[config.mk]
export PLATFORM = sky130hd
export DESIGN_NAME = pulse_period_meter
export DESIGN_NICKNAME = d
export VERILOG_FILES = /design/src/rtl/pulse_period_meter_pkg.sv /design/src/rtl/pulse_edge_detect.sv /design/src/rtl/pulse_period_meter.sv
export SDC_FILE = /design/constraint.sdc
export NUM_CORES = 1
export LEC_CHECK = 0
export BUFFER_PORTS_ARGS = -buffer_cell sky130_fd_sc_hd__buf_4
export CORE_MARGIN = 2
export CORE_UTILIZATION = 50
export CTS_CLUSTER_SIZE = 25
export DETAILED_ROUTE_END_ITERATION = 16
export GPL_TIMING_DRIVEN = 0
export PLACE_DENSITY = 0.69
export REMOVE_ABC_BUFFERS = 1
export SLEW_MARGIN = 20
export SYNTH_ARGS = -nofsm -noshare
export SYNTH_HDL_FRONTEND = slang
export SYNTH_SLANG_ARGS = --single-unit
[constraint.sdc]
create_clock -name clk -period 2.9 [get_ports clk]
set_input_delay 0.58 -clock clk [delete_from_list [all_inputs] [get_ports clk]]
set_output_delay 0.58 -clock clk [all_outputs]
set_load 0.02 [all_outputs]
[src/rtl/pulse_period_meter_pkg.sv]
// Shared constants and FSM encoding for the tick period meter.
// The tick generator imports the same defaults so both ends agree.
package pulse_period_meter_pkg;

   localparam int DEF_CNT_W   = 16;
   localparam int DEF_TIMEOUT = 1000;

   typedef enum logic [1:0] {
      ST_IDLE = 2'd0,
      ST_MEAS = 2'd1,
      ST_TOUT = 2'd2
   } meter_state_e;

endpackage

[src/rtl/pulse_edge_detect.sv]
// Rising-edge detector for a clk-synchronous strobe.
// The edge output is combinational from pulse_in.
module pulse_edge_detect (
   input  logic clk,
   input  logic rst,
   input  logic pulse_in,
   output logic pulse_edge
);

   logic pulse_d;

   always_ff @(posedge clk) begin
      if (rst) pulse_d <= 1'b0;
      else     pulse_d <= pulse_in;
   end

   assign pulse_edge = pulse_in & ~pulse_d;

endmodule

[src/rtl/pulse_period_meter.sv]
// Measures clk cycles between rising edges of a strobe.
// Reports periods over valid/ready and tracks min/max, lost ticks and unread results.
module pulse_period_meter
   import pulse_period_meter_pkg::*;
#(
   parameter int CNT_W   = DEF_CNT_W,
   parameter int TIMEOUT = DEF_TIMEOUT
) (
   input  logic             clk,
   input  logic             rst,
   input  logic             pulse_in,
   input  logic             clr,
   input  logic             period_ready,
   output logic [CNT_W-1:0] period_out,
   output logic             period_valid,
   output logic [CNT_W-1:0] period_min,
   output logic [CNT_W-1:0] period_max,
   output logic             timeout,
   output logic             overrun
);

   localparam logic [CNT_W-1:0] TMO = CNT_W'(TIMEOUT);
   localparam logic [CNT_W-1:0] ONE = CNT_W'(1);

   meter_state_e     state, state_nxt;
   logic [CNT_W-1:0] cnt, cnt_nxt;
   logic             timeout_nxt;
   logic             capture;
   logic             pulse_edge;

   pulse_edge_detect u_edge (
      .clk        (clk),
      .rst        (rst),
      .pulse_in   (pulse_in),
      .pulse_edge (pulse_edge)
   );

   always_ff @(posedge clk) begin
      if (rst) begin
         state   <= ST_IDLE;
         cnt     <= '0;
         timeout <= 1'b0;
      end else begin
         state   <= state_nxt;
         cnt     <= cnt_nxt;
         timeout <= timeout_nxt;
      end
   end

   // An edge takes priority over the timeout check, so a period of exactly TIMEOUT is captured.
   always_comb begin
      state_nxt   = state;
      cnt_nxt     = cnt;
      timeout_nxt = timeout;
      capture     = 1'b0;
      case (state)
         ST_IDLE: begin
            if (pulse_edge) begin
               cnt_nxt   = ONE;
               state_nxt = ST_MEAS;
            end
         end
         ST_MEAS: begin
            if (pulse_edge) begin
               capture = 1'b1;
               cnt_nxt = ONE;
            end else if (cnt == TMO) begin
               state_nxt   = ST_TOUT;
               timeout_nxt = 1'b1;
            end else begin
               cnt_nxt = cnt + ONE;
            end
         end
         ST_TOUT: begin
            if (pulse_edge) begin
               cnt_nxt     = ONE;
               timeout_nxt = 1'b0;
               state_nxt   = ST_MEAS;
            end
         end
         default: state_nxt = ST_IDLE;
      endcase
   end

   always_ff @(posedge clk) begin
      if (rst) begin
         period_out   <= '0;
         period_valid <= 1'b0;
      end else if (capture) begin
         period_out   <= cnt;
         period_valid <= 1'b1;
      end else if (period_ready) begin
         period_valid <= 1'b0;
      end
   end

   // clr restarts tracking; a capture in the same cycle seeds min/max with the new period.
   always_ff @(posedge clk) begin
      if (rst) begin
         period_min <= '1;
         period_max <= '0;
         overrun    <= 1'b0;
      end else begin
         if (clr) begin
            period_min <= capture ? cnt : '1;
            period_max <= capture ? cnt : '0;
            overrun    <= capture & period_valid & ~period_ready;
         end else if (capture) begin
            if (cnt < period_min) period_min <= cnt;
            if (cnt > period_max) period_max <= cnt;
            if (period_valid && !period_ready) overrun <= 1'b1;
         end
      end
   end

endmodule

==> impl_metrics.json, run 1 <==
{
  "fin_worst_skew_ns": 0.00991,
  "critPathCapture": "period_max[5]$_SDFFE_PP0P_",
  "p_per_area_nw_per_um2": 478,
  "fill_cells": 633,
  "cts-root-buf": "clkbuf_8",
  "row_count": 30,
  "synth.most_common_cell": "dfxtp_1",
  "route.vias.total": 3058,
  "syn_inst": 430,
  "startpoint": "cnt[13]$_SDFFE_PP0P_",
  "grt-busiest-layer": "met2",
  "slew_violations": 0,
  "worstSetupStartpointType": "flop",
  "syn_area_per_cell_um2": 8.30,
  "syn2layout_area_growth_pct": 18.9,
  "dr.pass1.iters": 4,
  "syn-cell-area_um2": 3570,
  "diodes": 0,
  "crit_fanout": 16,
  "coreArea_um2": 6870,
  "hold_violations": 0,
  "path_clk_slew_ns": 0.08,
  "status": "finished clean",
  "synth-edff-count": 0,
  "initial_core_util_pct": 52.0,
  "cts_resized": 0,
  "use_met1_pct": 31.1,
  "ys_ff_latch": 70,
  "ys_warn_count": 0,
  "ios": 56,
  "cts_tree": "built",
  "clockBufferDepth": 2,
  "r2r-start": "cnt[13]$_SDFFE_PP0P_",
  "synthTopCellsByCount": "dfxtp_1 (70), nand2_1 (59), nor2_1 (56)",
  "synth-compound-area-share_pct": 15.8,
  "fmax_mhz": 372,
  "synthSimpleGateAreaFrac_pct": 20.1,
  "drive_gt1_share_pct": 16.0,
  "wl_um": 8190,
  "multi_input_area_um2": 1950,
  "grt_use_met3_pct": 3.92,
  "setup_violations": 0,
  "hold_depth": 2,
  "async_reset_ff_share_pct": 0,
  "cts_buffers": 9,
  "timing.hold.ws_ns": 0.457,
  "min_from": "period_out[8]$_SDFFE_PP0P_",
  "design.die.area_um2": 7830,
  "grt_max_degree": 45,
  "ir_worst_vdd_mv": 0.308,
  "grt_pass1_vias": 2842,
  "end_kind": "flop",
  "clk_latency_ns": 0.35,
  "yosys.area_share.adder_pct": 11.6,
  "gp_congestion": 0.850,
  "p_leak_nw": 1.90,
  "rsz0062_at_grt": "no",
  "io_buffers": 55,
  "yosys-mux-area-fraction_pct": 4.77,
  "die_w_um": 88.5,
  "holdBufCountCts": 0,
  "htreeDepth": 3,
  "r2r_cells": 7,
  "final_nets": 513,
  "hold_path.class": "flop to flop",
  "tightest_slew_ns": 0.969,
  "power.total_mw": 2.03,
  "drc": 0,
  "synth_cell_types": 41,
  "antenna_found_initial": 0,
  "rrSetupSlack_ns": 0.21,
  "dp_hpwl_um": 5660,
  "cp.required_ns": 3.18,
  "synth_top_cell_by_area": "dfxtp_1",
  "finalCritPeriodShare_pct": 92.8,
  "grtUsageTotal_pct": 22.7,
  "ant_nets": 0,
  "synth_top_area_share_pct": 39.2,
  "synth_top_family_by_area": "simple AND/OR/NAND/NOR gates",
  "clock-sinks": 70,
  "final_core_util_pct": 61.8,
  "relSlewSlack_pct": 35.2,
  "grt_pass1_wl_um": 13700,
  "timing.rr.end": "period_max[5]$_SDFFE_PP0P_",
  "maxCapViolCount": 0,
  "cts_setup_buffers": 0,
  "crit_type": "flop to flop",
  "placed_area_um2": 4010,
  "via_per_inst": 5.31,
  "drt_iter0_markers": 163,
  "synth_flop_cell": "dfxtp_1",
  "synthXorXnorAreaFrac_pct": 2.21,
  "gr-total-overflow": 0,
  "synth-seq-area-share_pct": 39.2,
  "avgRoutedWirePerCell_um": 14.2,
  "finalInstanceArea_um2": 4250,
  "cp.arrival_ns": 2.97,
  "die_h_um": 88.5,
  "yosys-top-cells-area": "dfxtp_1 (39%), ha_1 (12%), nand2_1 (6.2%)",
  "use_met2_pct": 36.6,
  "regArea_um2": 1400,
  "period_minus_slack_ns": 2.69
}
metrics by stage:
step | std cells | worst slack [ns] | setup TNS [ns]
after floorplan | 409 | 0.345 | 0
after global placement | 560 | -0.250 | -4.36
after detailed placement | 560 | -0.0924 | -2.29
after CTS | 576 | 0.0302 | 0
after global routing | 576 | 0.00978 | 0
final | 576 | 0.210 | 0
power breakdown:
group | total, mW | internal [mW] | leakage, nW | switching, mW
logic | 0.126 | 0.0458 | 1.23 | 0.0802
registers | 0.988 | 0.971 | 0.566 | 0.0162
clock network | 0.914 | 0.498 | 0.112 | 0.417
placed cells by master (no fill, tap or decap), types with 3 or more instances in the layout:
master	synthesis	final
mux2i_1	17	17
a21oi_1	40	39
nor2_1	56	56
inv_1	35	35
a22o_1	16	16
or3_1	5	5
a21o_1	3	3
and3_1	3	3
nand3_1	7	7
nor2b_1	4	3
nand2b_1	6	6
dfxtp_1	70	69
ha_1	33	33
nor3_1	6	6
nand2_1	59	59
o21ai_0	12	12
nand4_1	6	6
clkbuf_8	0	9
xnor2_1	6	6
xor2_1	3	3
buf_4	0	55
worst max-delay path, cell delays in order (launching register included):
cell and delay [ns]:
dfxtp_1 0.56, ha_1 0.33, and4_1 0.24, a211o_1 0.30, a41oi_1 0.18, a31oi_1 0.14, a21oi_2 0.62, a22o_1 0.27
metal layers:
metal	vias to the layer above	share of wire [%]
li1	1551	-
met1	1427	47
met2	72	47
met3	8	5.3
met4	0	1.2
met5	-	0
kinds of logic after synthesis:
| logic type | Yosys count |
|---|---|
| flops | 70 |
| buf+inv | 56 |
| compound gates | 84 |
| simple gates | 161 |
| mux | 17 |
| fa+ha+maj | 33 |
| xor+xnor | 9 |
worst min path at each step:
stage | endpoint | slack [ns]
after floorplan | period_out[9]$_SDFFE_PP0P_ | 0.50
after global placement | period_out[9]$_SDFFE_PP0P_ | 0.44
after detailed placement | period_out[11]$_SDFFE_PP0P_ | 0.45
after CTS | period_out[11]$_SDFFE_PP0P_ | 0.46
after global routing | period_out[9]$_SDFFE_PP0P_ | 0.48
final | period_out[8]$_SDFFE_PP0P_ | 0.46
state kept, by name (all words and copies together), names as in the netlist, 2 cells and up:
name        cells
cnt            16
period_max     16
period_min     16
period_out     16
state           2
final cells by class:
cell class / instances / share of cell area, %
inverters: 35 / 3.09
repair buffers: 55 / 9.73
multi-input cells: 304 / 45.9
clock inverters: 7 / 2.48
well taps: 96 / 2.83
clock buffers: 9 / 2.92
flip-flops and latches: 70 / 33.0
Note: power is estimated with default switching activity, not from simulation.
==> run 2: changes to the inputs <==
--- a/config.mk
+++ b/config.mk
@@ -5,13 +5,14 @@
 export SDC_FILE = /design/constraint.sdc
 export NUM_CORES = 1
 export LEC_CHECK = 0
+export ABC_AREA = 1
 export BUFFER_PORTS_ARGS = -buffer_cell sky130_fd_sc_hd__buf_4
-export CORE_MARGIN = 2
+export CORE_MARGIN = 3
 export CORE_UTILIZATION = 50
 export CTS_CLUSTER_SIZE = 25
 export DETAILED_ROUTE_END_ITERATION = 16
 export GPL_TIMING_DRIVEN = 0
-export PLACE_DENSITY = 0.69
+export PLACE_DENSITY = 0.68
 export REMOVE_ABC_BUFFERS = 1
 export SLEW_MARGIN = 20
 export SYNTH_ARGS = -nofsm -noshare
==> run 2 against run 1 <==
Against the previous run:
- clock skew up 0.0025 ns
- critical path type is now primary input to flop
- cell count up 23%
- first-iteration DRC count up 17%
- via count up 20%
- cell area up 6.6%
- global-route usage up 0.31 points
- register-to-register slack better by 0.12 ns
- die area up 13%
- synthesized cell count up 30%
==> impl_metrics.json, run 2 <==
{
  "status": "finished clean",
  "design.die.area_um2": 8860,
  "crit_top_cell": "inv_1",
  "synth_flop_cell": "dfxtp_1",
  "dr.pass1.iters": 5,
  "crit_fanout": 33,
  "avgRoutedWirePerCell_um": 13.3,
  "coreArea_um2": 7410,
  "fin_worst_skew_ns": 0.0124,
  "ant_nets": 0,
  "cp.arrival_ns": 2.76,
  "yosys-top-cells-area": "dfxtp_1 (36%), ha_1 (11%), nand2_1 (9.9%)",
  "finalCritPeriodShare_pct": 88.8,
  "syn-cell-area_um2": 3880,
  "p_leak_nw": 2.11,
  "placed_area_um2": 4310,
  "htreeDepth": 3,
  "antenna_found_initial": 0,
  "cpPeakStageDelay_ns": 0.62,
  "slew_violations": 0,
  "synth-edff-count": 0,
  "synth-seq-area-share_pct": 36.1,
  "ys_ff_latch": 70,
  "synthTopCellsByCount": "nand2_1 (102), nor2_1 (77), inv_1 (75)",
  "ios": 56,
  "crit_type": "primary input to flop",
  "clk_latency_ns": 0.35,
  "hold_path.class": "primary input to flop",
  "end_kind": "flop",
  "setup_violations": 0,
  "syn_area_per_cell_um2": 6.92,
  "row_count": 31,
  "clock-sinks": 70,
  "drc": 0,
  "route.vias.total": 3676,
  "gp_congestion": 0.856,
  "layout_commonest_cell": "nand2_1",
  "use_met1_pct": 31.0,
  "synth_top_cell_by_area": "dfxtp_1",
  "ys_warn_count": 0,
  "r2r-start": "state[0]$_SDFFE_PP0P_",
  "cts_buffers": 9,
  "die_h_um": 94.1,
  "ir_worst_vdd_mv": 0.301,
  "p_per_area_nw_per_um2": 465,
  "final_nets": 644,
  "relSlewSlack_pct": 30.5,
  "synth.most_common_cell": "nand2_1",
  "wl_um": 9440,
  "grt-busiest-layer": "met2",
  "diodes": 0,
  "die_w_um": 94.1,
  "rsz0062_at_grt": "no",
  "fin_tns_setup_ns": 0,
  "use_met2_pct": 36.4,
  "preCtsSetupSlack_ns": -0.554,
  "fmax_mhz": 389,
  "finalInstanceArea_um2": 4530,
  "grt_pass1_wl_um": 16200,
  "cp.required_ns": 3.09,
  "crit_chain": "buf_4, inv_1, or2_1, nor2_4, inv_1, nor2_1, inv_1, nand2_1, nand3_1",
  "fin_ws_ns": 0.326,
  "async_reset_ff_share_pct": 0,
  "via_per_inst": 5.18,
  "cts_tree": "built",
  "min_from": "pulse_in",
  "cts_setup_buffers": 0,
  "startpoint": "pulse_in",
  "grt_use_met3_pct": 3.37,
  "hold_violations": 0,
  "maxCapViolCount": 0,
  "cpMaxStageDelayCell": "inv_1",
  "drive_gt1_share_pct": 14.2,
  "grtUsageTotal_pct": 23.0,
  "initial_core_util_pct": 52.4,
  "synth_top_area_share_pct": 36.1,
  "grt_pass1_vias": 3403,
  "drt_iter0_markers": 191,
  "gr-total-overflow": 0,
  "grt_max_degree": 36,
  "cts-root-buf": "clkbuf_8",
  "layout_common_cells": "nand2_1 (102), nor2_1 (77), inv_1 (75)",
  "dp_hpwl_um": 6640,
  "syn2layout_area_growth_pct": 16.6,
  "worstSetupStartpointType": "primary input",
  "tightest_slew_ns": 1.04,
  "synth_cell_types": 28,
  "clockBufferDepth": 2,
  "syn_inst": 561,
  "period_minus_slack_ns": 2.57,
  "io_buffers": 55,
  "path_clk_slew_ns": 0.08
}
[run 2: cell families (layout without fill, tap and decap cells)]
group,Yosys count,after routing,share of synthesized area [%]
buffers and inverters,99,149,10.3
AOI/OAI and AO/OA,74,74,10.1
adders and majority gates,33,33,10.6
and+or+nand+nor,284,284,32.6
DFF,70,70,36.1
xor gates and xnor gates,1,1,0.226
[run 2: power breakdown]
group          switching, mW  total [mW]  internal [mW]
clock                  0.377       0.824          0.448
sequential            0.0230        1.02          0.993
combinational          0.178       0.263         0.0855
[run 2: worst paths after layout]
path	cells after the start	slack [ns]	endpoint
worst min-delay path	3	0.45	u_edge.pulse_d$_SDFF_PP0_
worst min register to register	2	0.48	overrun$_SDFFE_PP0P_
worst max register to register	9	0.33	period_min[15]$_SDFFE_PP1P_
worst max-delay path	9	0.33	period_min[15]$_SDFFE_PP1P_
[run 2: worst max-delay path: cells and delay by family]
kind | cells | cell delay, ns
buf+inv | 4 | 0.80
simple gates | 5 | 1.38
[run 2: final cells by class]
type	count	area, um^2
fillers	736	2880
multi-input cells	392	2080
flip-flops and latches	70	1400
repair buffers	55	413
inverters	78	293
clock buffers	12	155
well taps	99	124
clock inverters	4	55.1
[run 2: routing by layer]
metal,share of wire (%),vias to the layer above
met5,0,-
met4,2.4,0
met3,4.3,18
met1,47,1656
met2,46,102
li1,-,1900
[run 2: what timing repair did]
action / CTS / global route
hold buffers: 0 / 0
gates resized for setup: 1 / 0
endpoints found under the setup margin: 18 / 0
[run 2: through the flow]
| step | std cells | util (%) | hold slack (ns) | total power, mW |
|---|---|---|---|---|
| floorplan | 540 | - | 0.484 | 1.20 |
| global placement | 694 | 58.2 | 0.457 | 1.30 |
| detailed placement | 694 | 58.2 | 0.473 | 1.30 |
| CTS | 710 | 61.1 | 0.445 | 2.12 |
| global route | 710 | 61.1 | 0.494 | 2.20 |
| finish | 710 | 61.1 | 0.449 | 2.10 |
==> run 3: changes to the inputs <==
--- a/config.mk
+++ b/config.mk
@@ -8,11 +8,11 @@
 export ABC_AREA = 1
 export BUFFER_PORTS_ARGS = -buffer_cell sky130_fd_sc_hd__buf_4
 export CORE_MARGIN = 3
-export CORE_UTILIZATION = 50
+export CORE_UTILIZATION = 57
 export CTS_CLUSTER_SIZE = 25
 export DETAILED_ROUTE_END_ITERATION = 16
 export GPL_TIMING_DRIVEN = 0
-export PLACE_DENSITY = 0.68
+export PLACE_DENSITY = 0.77
 export REMOVE_ABC_BUFFERS = 1
 export SLEW_MARGIN = 20
 export SYNTH_ARGS = -nofsm -noshare
==> run 3 against run 2 <==
Against the previous run:
- total power fell by 0.92%
- worst hold slack gained 0.0048 ns
- clock-buffer cell count unchanged
- wire length decreased by 0.76%
- first-iteration DRC count decreased by 13%
- via count increased by 1.0%
- non-clock buffer count unchanged
- flip-flop and latch count unchanged
- cell area shrank 0.83%
- combinational power barely moved
- die area decreased by 12%
- utilization up 8.4 points
- critical endpoint is now period_min[8]$_SDFFE_PP1P_
- highest routed layer unchanged
==> impl_metrics.json, run 3 (synthesis gave the netlist of run 2 again) <==
{
  "fin_worst_skew_ns": 0.00648,
  "fin_tns_setup_ns": 0,
  "die_w_um": 88.5,
  "swShare_pct": 27.1,
  "gp_congestion": 0.883,
  "wl_um": 9370,
  "clock-sinks": 70,
  "ios": 56,
  "period_minus_slack_ns": 2.59,
  "path_clk_slew_ns": 0.07,
  "cts_tree": "built",
  "syn2layout_area_growth_pct": 15.6,
  "initial_core_util_pct": 60.1,
  "slew_violations": 0,
  "drc": 0,
  "grt_pass1_vias": 3427,
  "dp_hpwl_um": 6440,
  "setup_violations": 0,
  "coreArea_um2": 6460,
  "p_seq_share_pct": 48.7,
  "route.vias.total": 3714,
  "clk_latency_ns": 0.35,
  "via_per_inst": 5.40,
  "cp.arrival_ns": 2.78,
  "clockBufferDepth": 2,
  "ir_worst_vdd_mv": 0.263,
  "grt_pass1_wl_um": 15600,
  "gr-total-overflow": 0,
  "cts_buffers": 9,
  "tightest_slew_ns": 1.10,
  "diodes": 0,
  "io_buffers": 55,
  "fmax_mhz": 387,
  "timing.hold.ws_ns": 0.454,
  "worstSetupStartpointType": "primary input",
  "hold_violations": 0,
  "pwr-share-clk_pct": 38.7,
  "intPower_mw": 1.52,
  "layout_common_cells": "nand2_1 (102), nor2_1 (77), inv_1 (75)",
  "end_kind": "flop",
  "relSlewSlack_pct": 26.9,
  "cts-root-buf": "clkbuf_8",
  "rsz0062_at_grt": "no",
  "cp.required_ns": 3.09,
  "dr.pass1.iters": 5,
  "antenna_found_initial": 0,
  "final_nets": 644,
  "holdBufCountCts": 0,
  "status": "finished clean",
  "fill_cells": 601,
  "row_count": 29,
  "layout_commonest_cell": "nand2_1",
  "finalCritPeriodShare_pct": 89.1,
  "p_leak_nw": 2.11,
  "crit_type": "primary input to flop",
  "grt_max_degree": 36,
  "p_per_area_nw_per_um2": 464,
  "maxCapViolCount": 0,
  "hold_path.class": "primary input to flop",
  "comb_power_share_pct": 12.6,
  "die_h_um": 88.5,
  "htreeDepth": 3,
  "avgRoutedWirePerCell_um": 13.6,
  "design.die.area_um2": 7840,
  "p_switching_mw": 0.564,
  "drt_iter0_markers": 166,
  "ant_nets": 0,
  "drive_gt1_share_pct": 14.2,
  "crit_fanout": 33,
  "grtUsageTotal_pct": 25.2
}
-- run 3: cell types whose count changed in the layout (fill, tap and decap cells not counted), sizes merged --
cell      before  now
clkinv         2    3
clkinvlp       1    0
-- run 3: per-stage QoR --
stage	worst slack (ns)	power (mW)	utilization (%)	cells	cell area (um^2)
after floorplan	0.604	1.20	-	540	3770
after global placement	-0.464	1.29	66.3	672	4280
after detailed placement	-0.479	1.30	66.3	672	4280
after CTS	0.363	2.10	69.5	688	4490
after global routing	0.127	2.18	69.5	688	4490
final	0.315	2.08	69.5	688	4490
-- run 3: metal layers --
layer / GRT usage, % / up-vias / part of all wire (%)
met4: 6.87 / 0 / 1.1
met2: 42.7 / 101 / 47
met1: 32.7 / 1707 / 46
li1: - / 1896 / -
met3: 5.03 / 10 / 5.8
met5: 0 / - / 0
-- run 3: worst paths after layout --
path                         start                         end  slack, ns  cells after the start
min reg2reg   overrun$_SDFFE_PP0P_        overrun$_SDFFE_PP0P_       0.48                      2
max                       pulse_in  period_min[8]$_SDFFE_PP1P_       0.31                      9
max reg2reg  state[0]$_SDFFE_PP0P_  period_min[8]$_SDFFE_PP1P_       0.32                      9
min                       pulse_in   u_edge.pulse_d$_SDFF_PP0_       0.45                      3
-- run 3: cell type report --
class | instances | area, um^2 | area share [%]
multi-input cells | 392 | 2080 | 46.4
flip-flops and latches | 70 | 1400 | 31.2
repair buffers | 55 | 413 | 9.20
inverters | 78 | 293 | 6.52
clock buffers | 12 | 155 | 3.46
well taps | 77 | 96.3 | 2.15
clock inverters | 4 | 45.0 | 1.00
-- run 3: power groups by stage --
stage	Sequential [mW]	Clock, mW	Combinational (mW)
floorplan	1.07	0	0.133
global placement	1.04	0	0.256
detailed placement	1.04	0	0.261
CTS	1.02	0.820	0.263
global route	1.02	0.864	0.292
finish	1.02	0.806	0.262
-- run 3: what timing repair did --
action | CTS | global route
buffers inserted | 0 | 0
resized for setup | 1 | 0
setup endpoints to repair | 16 | 0
-- run 3: worst max-delay path, cell delays in order --
cell	delay [ns]
buf_4	0.07
inv_1	0.03
or2_1	0.35
nor2_4	0.53
inv_1	0.65
nor2_1	0.33
inv_1	0.08
nand2_1	0.07
nand3_1	0.07
